**src/rtl/lane_spawner.sv**
```systemverilog
// lane_spawner: per-lane traffic scheduler for one road lane.
//
// Decides when a new car enters the lane. On a spawn it takes the
// lowest-index free car slot and gives it a pseudo-random car type.
// It drives each slot's spawn enable and type, plus the lane-wide
// speed, direction and spawn row. Everything advances once per video
// frame on FrameClk.
//
// Parameters:
//   NumSlots  - car instances owned by this lane (1..8)
//   LaneY     - pixel row driven on SpawnY
//   LaneLeft  - direction driven on FaceLeft
//   LaneSpeed - speed driven on Speed (common to the lane)
//   MinGap    - minimum frames between spawns (>= 1)
//   Seed      - LFSR reset value (nonzero)
//
// Ports:
//   FrameClk    in   1           frame clock, sole clock
//   ResetN      in   1           asynchronous active-low reset
//   Run         in   1           gameplay active; low stops and clears the lane
//   CarExit     in   NumSlots    per-slot one-frame pulse: car left the screen
//   SpawnEnable out  NumSlots    slot occupied and drawn
//   CarType     out  2*NumSlots  slot i type at [2i+1:2i], values 0..2
//   Speed       out  3           constant LaneSpeed
//   FaceLeft    out  1           constant LaneLeft
//   SpawnY      out  10          constant LaneY
//   LaneFull    out  1           high while every slot is taken and a spawn is pending
//
// Build option:
//   LANE_SPAWNER_JITTER_EN - when defined, each gap is MinGap + lfsr[7:2]
//                            (MinGap..MinGap+63). When undefined, each gap
//                            is exactly MinGap.
module lane_spawner #(
  parameter int unsigned NumSlots  = 4,
  parameter logic [9:0]  LaneY     = 10'd0,
  parameter logic        LaneLeft  = 1'b0,
  parameter logic [2:0]  LaneSpeed = 3'd2,
  parameter logic [7:0]  MinGap    = 8'd40,
  parameter logic [15:0] Seed      = 16'hACE1
) (
  input  logic                    FrameClk,
  input  logic                    ResetN,
  input  logic                    Run,
  input  logic [NumSlots-1:0]     CarExit,
  output logic [NumSlots-1:0]     SpawnEnable,
  output logic [2*NumSlots-1:0]   CarType,
  output logic [2:0]              Speed,
  output logic                    FaceLeft,
  output logic [9:0]              SpawnY,
  output logic                    LaneFull
);

  localparam logic [1:0] StIdle    = 2'd0;
  localparam logic [1:0] StSpawn   = 2'd1;
  localparam logic [1:0] StGap     = 2'd2;
  localparam logic [1:0] StBlocked = 2'd3;

  // Galois LFSR, x^16+x^14+x^13+x^11, right-shifting form.
  function automatic logic [15:0] lfsr_step(input logic [15:0] cur);
    lfsr_step = {1'b0, cur[15:1]} ^ ({16{cur[0]}} & 16'hB400);
  endfunction

  // Only three car types exist; the fourth LFSR code folds onto type 0.
  function automatic logic [1:0] remap_type(input logic [1:0] raw);
    remap_type = (raw == 2'b11) ? 2'b00 : raw;
  endfunction

  logic [1:0]              state;
  logic [15:0]             lfsr;
  logic [8:0]              gap_cnt;
  logic [NumSlots-1:0]     occ;
  logic [2*NumSlots-1:0]   types;
  logic                    full;

  logic                    found;
  logic [NumSlots-1:0]     pick;
  logic [1:0]              new_type;
  logic [8:0]              gap_value;

  // Lowest-index free slot, one-hot. The search looks at the registered
  // occupancy, so a car exiting on this edge is not reusable until the next.
  always_comb begin
    found = 1'b0;
    pick  = '0;
    for (int i = 0; i < NumSlots; i++) begin
      if (!found && !occ[i]) begin
        found   = 1'b1;
        pick[i] = 1'b1;
      end
    end
  end

  assign new_type = remap_type(lfsr[1:0]);

`ifdef LANE_SPAWNER_JITTER_EN
  assign gap_value = {1'b0, MinGap} + {3'b000, lfsr[7:2]};
`else
  assign gap_value = {1'b0, MinGap};
`endif

  always_ff @(posedge FrameClk or negedge ResetN) begin
    if (!ResetN) begin
      state   <= StIdle;
      lfsr    <= Seed;
      gap_cnt <= '0;
      occ     <= '0;
      types   <= '0;
      full    <= 1'b0;
    end else if (!Run) begin
      // The lane is stopped and cleared. Types and the LFSR are kept.
      state   <= StIdle;
      gap_cnt <= '0;
      occ     <= '0;
      full    <= 1'b0;
    end else begin
      lfsr <= lfsr_step(lfsr);
      case (state)
        StIdle: state <= StSpawn;
        StSpawn: begin
          if (found) begin
            state   <= StGap;
            gap_cnt <= gap_value;
            for (int i = 0; i < NumSlots; i++) begin
              if (pick[i]) types[2*i +: 2] <= new_type;
            end
          end else begin
            state <= StBlocked;
            full  <= 1'b1;
          end
        end
        StGap: begin
          if (gap_cnt == 9'd1) state <= StSpawn;
          else                 gap_cnt <= gap_cnt - 9'd1;
        end
        StBlocked: begin
          if (!(&occ)) begin
            state <= StSpawn;
            full  <= 1'b0;
          end
        end
        default: state <= StIdle;
      endcase
      // pick is all-zero when no slot is free, so a blocked spawn writes nothing.
      // An exit on an unoccupied slot clears a bit that is already clear.
      occ <= (occ & ~CarExit) | ((state == StSpawn) ? pick : '0);
    end
  end

  assign SpawnEnable = occ;
  assign CarType     = types;
  assign LaneFull    = full;
  assign Speed       = LaneSpeed;
  assign FaceLeft    = LaneLeft;
  assign SpawnY      = LaneY;

endmodule

```
**config.mk**
```make
export PLATFORM = sky130hd
export DESIGN_NAME = lane_spawner
export DESIGN_NICKNAME = d
export VERILOG_FILES = /design/src/rtl/lane_spawner.sv
export SDC_FILE = /design/constraint.sdc
export NUM_CORES = 1
export LEC_CHECK = 0
export ABC_AREA = 1
export CAP_MARGIN = 20
export CORE_MARGIN = 2
export CORE_UTILIZATION = 25
export DETAILED_ROUTE_END_ITERATION = 8
export GPL_ROUTABILITY_DRIVEN = 1
export SLEW_MARGIN = 20
export SYNTH_ARGS = -nofsm -noshare
export SYNTH_HDL_FRONTEND = slang
export SYNTH_SLANG_ARGS = --single-unit
```
**constraint.sdc**
```tcl
create_clock -name FrameClk -period 1.17 [get_ports FrameClk]
set_input_delay 0.1755 -clock FrameClk [delete_from_list [all_inputs] [get_ports FrameClk]]
set_output_delay 0.1755 -clock FrameClk [all_outputs]
set_load 0.03 [all_outputs]
```
; ---- After elaboration in Yosys (flattened, before gate mapping)
; Index checks and enable logic that the tools add are counted.
[totals]
regBits = 40
in_bits = 7
out_inout_bits = 27
word_cells = 67
[op_classes]
addsub = 1
eq_ne = 12
mux = 23
bitwise = 5
reduce_logical = 17
[ops]
columns = cell, n
row1 = $mux W9, 3
row2 = $reduce_and A4 Y1, 5
row3 = $pmux W9 S2, 1
row4 = $xor A15 B16 Y16, 1
row5 = $ne A3 B3 Y1 const B, 5
row6 = $mux W1, 11
row7 = $eq A9 B1 Y1 const B, 1
row8 = $sub A9 B1 Y9 const B, 1
row9 = $mux W2, 4
row10 = $mux W4, 2
row11 = $pmux W2 S4, 1
row12 = $eq A2 B2 Y1 const B, 3
row13 = $ne A3 B1 Y1 const B, 2
row14 = $reduce_and A3 Y1, 2
row15 = $logic_not A1 Y1, 5
row16 = $and A4 B4 Y4, 1
row17 = $not A4 Y4, 1
row18 = $or A4 B4 Y4, 1
row19 = $logic_and A1 B1 Y1, 3
row20 = $eq A2 B1 Y1 const B, 1
row21 = $logic_not A2 Y1, 1
row22 = $pmux W1 S2, 1
row23 = $reduce_and A2 Y1, 1
row24 = $not A1 Y1, 1

; ---- Logic depth before layout (Yosys ltp)
; Gate-level depths: netlist (run 1).
[logic_depth]
depth_word = 12
depth_mapped = 10
ltp_nobuf = 10

; ---- Worst setup path before layout (run 1)
; No wires, ideal clock.
[synth_path]
path_kind = register -> register
from = register occ[0], in the netlist SpawnEnable[0]
to = register gap_cnt[4]
setup_time_ns = 0.126
t_arrival_ns = 1.267
required_time_ns = 1.044
slack_ns = -0.223
stages_incl_launch_ff = 8
n_path_buf = 0
synth_period_minus_slack_ns = 1.393
path_cell_list = dfrtp_1 -> nand2_2 -> nor3_4 -> nand2_1 -> nand2_1 -> nand2_4 -> clkinv_4 -> o21ai_0
[synth_via]
elab_chain_len = 10
elab_cells_between_ends = 11
classes_between = eq/ne (1) / mux (4) / reduce/logical (6)
[synth_lines]
columns = element, line
row1 = from (decl), 71  ; logic [NumSlots-1:0] occ;
row2 = from (signal assigned), 145  ; occ <= (occ & ~CarExit) | ((state == StSpawn) ? pick : '0);
row3 = $mux W1 or $logic_and A1 B1 Y1 (tied branches), 86  ; if (!found && !occ[i]) begin
row4 = $mux W1 *, 86
row5 = $logic_not A1 Y1, 86
row6 = $logic_and A1 B1 Y1, 86
row7 = $mux W1 *, 86
row8 = $logic_not A1 Y1, 86
row9 = $logic_and A1 B1 Y1, 86
row10 = $mux W1 *, 86
row11 = $ne A3 B3 Y1 (no line) *, -
row12 = $reduce_and A3 Y1 (no line) *, -
row13 = to (signal assigned), 122  ; gap_cnt <= gap_value;
row14 = to (signal assigned), 133  ; else gap_cnt <= gap_cnt - 9'd1;
row15 = to (decl), 70  ; logic [8:0] gap_cnt;
; Every way passes the cells marked *; elsewhere a longest branch is shown, timed or not.
; A chain may end at the register's enable or synchronous reset.

; ---- Worst setup path after layout (run 1)
[layout_path]
from = register occ[3], in the netlist SpawnEnable[3]
to = register gap_cnt[0]
[layout_via]
elab_chain_len = 5
[layout_lines]
columns = element, line
row1 = $logic_not A1 Y1, 86
row2 = $logic_and A1 B1 Y1, 86
row3 = $mux W1, 86
row4 = $ne A3 B3 Y1 (no line), -
row5 = $reduce_and A3 Y1 (no line), -
; No other way between the ends.

==> results of run 1 <==
[power groups by stage]
stage	Sequential, mW	Combinational (mW)	Clock (mW)
after global placement	1.94	1.42	0
final	1.94	1.75	0.955
after detailed placement	1.94	1.43	0
after CTS	1.93	1.55	0.975
after global routing	1.98	1.96	1.05
after floorplan	2.02	0.864	0
[kinds of logic (layout without fill, tap and decap cells)]
logic type / after synthesis / in the layout / share of synthesized area, %
adder cells (fa/ha/maj): 2 / 2 / 1.25
AND/OR/NAND/NOR: 134 / 135 / 28.1
buffers and inverters: 46 / 94 / 11.6
flip-flops: 40 / 40 / 50.5
other: 2 / 14 / 0.375
XOR/XNOR: 3 / 3 / 1.31
AO/OA/AOI/OAI: 26 / 26 / 6.82
[cells in the final DEF (no fill, tap or decap), types with 7 or more instances in the layout]
cell	Yosys	routed
nand2_1	85	73
buf_4	14	41
dfrtp_1	32	28
nor2_1	28	17
inv_1	25	17
conb_1	2	14
o21ai_0	19	12
buf_6	0	10
inv_2	1	8
nand3_1	11	8
dfstp_2	8	8
nand2_4	1	7
nand2_2	1	7
[layout make-up]
type,count,share of cell area [%]
inverters,27,4.03
repair buffers,59,17.5
clock inverters,2,0.346
multi-input cells,180,35.7
clock buffers,6,2.86
flip-flops and latches,40,35.2
well taps,102,4.42
[sequential cells by signal, summed over array words and instances, names as in the netlist]
name         flops
CarType          8
LaneFull         1
SpawnEnable      4
gap_cnt          9
lfsr            16
state            2
[per-layer routing]
| metal | track usage, % | wire, um |
|---|---|---|
| met1 | 14.0 | 2030 |
| met2 | 17.6 | 2290 |
| met3 | 2.82 | 198 |
| met4 | 4.66 | 114 |
| met5 | 0 | 0 |
[worst paths after layout]
kind                                start             end  slack, ps
setup / recovery           SpawnEnable[3]      gap_cnt[0]       -160
hold / removal                     ResetN      gap_cnt[1]        340
setup reg to reg           SpawnEnable[3]      gap_cnt[0]       -160
hold reg to reg                   lfsr[7]         lfsr[6]        470
max in group asynchronous          ResetN  SpawnEnable[1]        320
min in group FrameClk          CarExit[1]  SpawnEnable[1]        430
[what timing repair did]
item / in CTS / in global routing
hold endpoints to repair: 10 / 0
hold buffers: 1 / 0
pin swaps: 12 / 15
endpoints found under the setup margin: 26 / 26
gates resized for setup: 34 / 37
setup buffers: 4 / 6
gates cloned: 1 / 0
[per-stage QoR]
step	std cells	hold WS, ps
after floorplan	265	-120
after global placement	397	126
after detailed placement	397	134
after CTS	411	347
after global routing	416	388
final	416	341
==> results.cfg, run 1 <==
[run_status]
status = complete, but fails checks
violations = setup timing

[routing]
num_vias = 1740
drc = 0
vias_per_cell = 4.18
wl_per_cell_um = 11.1
drt_pass1_iterations = 4
drt-total-wl_mm = 4.64
ant_nets = 0
initialDrtViolationCount = 43

[clock_network]
cts_tree = done
htree_levels = 2
clkTransAtPathRegs_ps = 80
clockBufferDepth = 2
insertion_delay_ps = 290
cts_made_buffers = 5
clock-sinks = 40
cts-root-buf = clkbuf_8

[grt]
grt_pass1_vias = 1659
grt_pass1_wl_mm = 7.51
grt_use_total_pct = 11.0
antenna_found_initial = 0
grt_max_degree = 18
gr-total-overflow = 0

[logic_synthesis]
yosys.area.top_type = dfrtp_1
synth_commonest_cells = nand2_1 (85), dfrtp_1 (32), nor2_1 (28), inv_1 (25), o21ai_0 (19)
yosysWarnings = 0
synth_cells = 253
yosys.cell_count.top_type = nand2_1
synthArstFlopShare_pct = 100
synth-main-ff-cell = dfrtp_1
ys_ff_latch = 40
synth_top_area_share_pct = 40.0
yosys-top-cells-area = dfrtp_1 (40%), nand2_1 (16%), dfstp_2 (11%), buf_4 (5.3%), nor2_1 (5.3%)
syn-cell-area_um2 = 2000
synth-seq-area-share_pct = 50.5
synth_cell_types = 28
syn_avg_cell_area_um2 = 7.91
synth_edf_count = 0

[placed_design]
place_ws_ps = -266
port_buffers = 19
dp_hpwl_mm = 3.25
place_congestion = 0.842
postPlaceCellArea_um2 = 2480

[finish]
final_area_um2 = 2890
drive_above_1_share_pct = 39.8
area_delta_synth_final_pct = 44.4
n_antenna_cell = 0
multiInputGateArea_um2 = 1030
fillers = 753
final_core_util_pct = 37.4
register_area_um2 = 1020
layout.nets = 322

[power]
p_sw_mw = 1.73
p_leak_nw = 1.43
power_frac_clock_pct = 20.5
p_comb_share_pct = 37.7
swShare_pct = 37.3
ir_drop_uv = 542
p_int_mw = 2.92
p_per_area_nw_per_um2 = 1610
power_mw = 4.65
seq_power_share_pct = 41.8

[floorplanning]
die_x_um = 93.5
dieHeight_um = 93.5
rows = 32
dieArea_um2 = 8730
io_pins = 34
initial_utilization_pct = 25.9
coreArea_um2 = 7730

[sta]
setup_viol = 19
timing.final.ws_setup_ps = -162
max_freq_mhz = 751
skew_ps = 3.52
fin_tns_setup_ps = -2010
rsz0062_at_grt = yes
drv_slew = 0
finalCriticalPeriod_ps = 1330
period_share_pct = 114
hold_viol = 0

[setup_path]
crit_type = flop to flop
cp_cell_sequence = inv_2 > nor3_4 > nand2_1 > nand2_2 > nand2_8 > clkinv_8 > nand2_2 > o21ai_2
slowest_stage = dfrtp_2
arrival_ps = 1560
cpPeakStageDelay_ps = 410
cp_num_buf_inv = 2
crit_top_cell = nand2_2
required_ps = 1390
cp.depth = 8
cp_max_fo = 7
cp_top_family = simple AND/OR/NAND/NOR gates
cp-start-kind = flop
r2r_cells = 8
end_kind = flop

[job]
maxCapViolations = 0

[hold_path]
hold_path_class = primary input to async pin
Note: power is estimated with default switching activity, not from simulation.
==> run 2, diff against run 1 <==
--- a/config.mk
+++ b/config.mk
@@ -9,8 +9,10 @@
 export CAP_MARGIN = 20
 export CORE_MARGIN = 2
 export CORE_UTILIZATION = 25
+export CTS_CLUSTER_DIAMETER = 80
 export DETAILED_ROUTE_END_ITERATION = 8
 export GPL_ROUTABILITY_DRIVEN = 1
+export PLACE_DENSITY = 0.47
 export SLEW_MARGIN = 20
 export SYNTH_ARGS = -nofsm -noshare
 export SYNTH_HDL_FRONTEND = slang
==> run 2 against run 1 <==
Against the previous run: the flow still finishes with violations (setup timing); fmax grew 0.42%; non-clock buffer count increased by 10; sequential share of layout area decreased by 0.67 points; count of clock-buffer cells in the layout grew 1; clock skew increased by 2.1 ps; cell count increased by 2.4%; die area stayed put; sequential power hardly changed; critical endpoint is now state[0]; largest power group unchanged; highest routed layer unchanged.
==> results.cfg, run 2 (same netlist as run 1, synthesis figures left out) <==
[setup_path]
cp_max_fo = 7
slowest_stage = dfrtp_1
cpPeakStageDelay_ps = 430
r2r-start = gap_cnt[0]
crit_start = gap_cnt[0]
cp.depth = 8
crit_top_cell = nand2_4
crit_type = flop to flop
cp_cell_sequence = ha_4 > inv_2 > nor2_4 > nand3_4 > nand2_4 > nand2_4 > clkinv_4 > buf_4
arrival_ps = 1520
required_ps = 1360
end_kind = flop
cp-start-kind = flop
cp_top_family = flip-flops
worstReg2RegEnd = state[0]
cp_num_buf_inv = 3
r2r_cells = 8
endpoint = state[0]
ff2ff_setup_slack_ps = -160

[power]
ir_drop_uv = 448
power_frac_clock_pct = 20.5
p_per_area_nw_per_um2 = 1620
p_comb_share_pct = 39.2
p_int_mw = 3.03
power_mw = 4.77
p_leak_nw = 1.44
p_sw_mw = 1.74
swShare_pct = 36.5
seq_power_share_pct = 40.3

[clock_network]
clkTransAtPathRegs_ps = 80
cts_tree = done
clockBufferDepth = 2
cts_made_buffers = 5
htree_levels = 2
cts-root-buf = clkbuf_8
clock-sinks = 40
insertion_delay_ps = 290

[grt]
grt_pass1_wl_mm = 7.63
grt_use_total_pct = 11.2
grt_pass1_vias = 1545
grt_max_degree = 41
antenna_found_initial = 0
gr-total-overflow = 0

[routing]
drt_pass1_iterations = 4
drc = 0
vias_per_cell = 4.05
ant_nets = 0
wl_per_cell_um = 10.8
drt-total-wl_mm = 4.60
num_vias = 1724
initialDrtViolationCount = 56

[sta]
timing.final.ws_setup_ps = -157
drv_slew = 0
finalCriticalPeriod_ps = 1330
max_freq_mhz = 754
skew_ps = 5.62
setup_viol = 22
period_share_pct = 113
rsz0062_at_grt = yes
hold_viol = 0

[run_status]
status = complete, but fails checks
violations = setup timing

[placed_design]
place_congestion = 0.792
dp_hpwl_mm = 3.28
port_buffers = 19

[floorplanning]
coreArea_um2 = 7730
io_pins = 34
initial_utilization_pct = 25.9
die_x_um = 93.5
dieHeight_um = 93.5
dieArea_um2 = 8730
rows = 32

[finish]
final_common_cell = nand2_1
fillers = 804
register_area_um2 = 1020
regMostFlops = lfsr
drive_above_1_share_pct = 39.8
final_cell_mix = nand2_1 (75), buf_4 (48), dfrtp_1 (28)
multiInputGateArea_um2 = 1010
n_antenna_cell = 0
area_delta_synth_final_pct = 47.2
largest_register_ffs = 16
final_core_util_pct = 38.1
layout.nets = 332

[hold_path]
hold_path_class = primary input to async pin

[job]
maxCapViolations = 0
-- run 2: cell count changes in the layout (fill, tap and decap cells not counted), moves of 3 or more --
cell,before,now
o21ai_1,5,11
o21ai_2,6,3
buf_6,10,13
buf_4,41,48
o21ai_0,12,9
-- run 2: worst register-to-register path: cells and delay by family (launching register included) --
family | cells | cell delay [ps]
adder cells (fa/ha/maj) | 1 | 180
buffers and inverters | 3 | 290
flip-flops | 1 | 430
AND/OR/NAND/NOR | 4 | 330
-- run 2: cell type report --
class	instances	share of cell area, %
Inverter	27	3.70
Timing Repair Buffer	69	20.1
Multi-Input combinational cell	180	34.2
Clock buffer	7	2.93
Sequential cell	40	34.5
Tap cell	102	4.33
Clock inverter	1	0.255
-- run 2: per-layer routing --
| layer | track usage (%) | part of all wire [%] | vias up |
|---|---|---|---|
| li1 | - | - | 899 |
| met1 | 15.9 | 50 | 792 |
| met2 | 16.3 | 45 | 31 |
| met3 | 2.58 | 3.5 | 2 |
| met4 | 4.41 | 1.1 | 0 |
| met5 | 0 | 0 | - |
-- run 2: worst min-delay path by stage --
| stage | startpoint | end | slack, ps |
|---|---|---|---|
| after CTS | ResetN | gap_cnt[3] | 380 |
| after floorplan | ResetN | CarType[0] | -120 |
| after detailed placement | ResetN | gap_cnt[1] | 170 |
| final | ResetN | CarType[2] | 380 |
| after global routing | ResetN | CarType[0] | 410 |
| after global placement | ResetN | gap_cnt[1] | 170 |
-- run 2: what timing repair did --
item	CTS	global route
setup endpoints to repair	26	27
gates cloned	0	1
pin swaps	9	19
setup buffers	2	8
hold endpoints to repair	32	0
hold buffers	1	0
resized for setup	29	40
-- run 2: power groups by stage --
| stage | logic, mW | registers [mW] | clock network (mW) |
|---|---|---|---|
| 2_1_floorplan | 0.864 | 2.02 | 0 |
| 3_3_place_gp | 1.53 | 1.93 | 0 |
| 3_5_place_dp | 1.54 | 1.93 | 0 |
| 4_1_cts | 1.60 | 1.91 | 1.03 |
| 5_1_grt | 2.07 | 1.97 | 1.08 |
| 6_report | 1.87 | 1.92 | 0.979 |
-- run 2: through the flow --
stage               setup TNS, ps  cell area (um^2)  setup slack [ps]  std cells  hold WS, ps
floorplan                    -667              2090             -68.5        265         -120
global placement            -5730              2550              -268        407          168
detailed placement          -5480              2550              -258        407          168
global route                -4220              2950              -273        426          408
finish                      -2070              2950              -157        426          382
CTS                         -2270              2760              -224        418          379
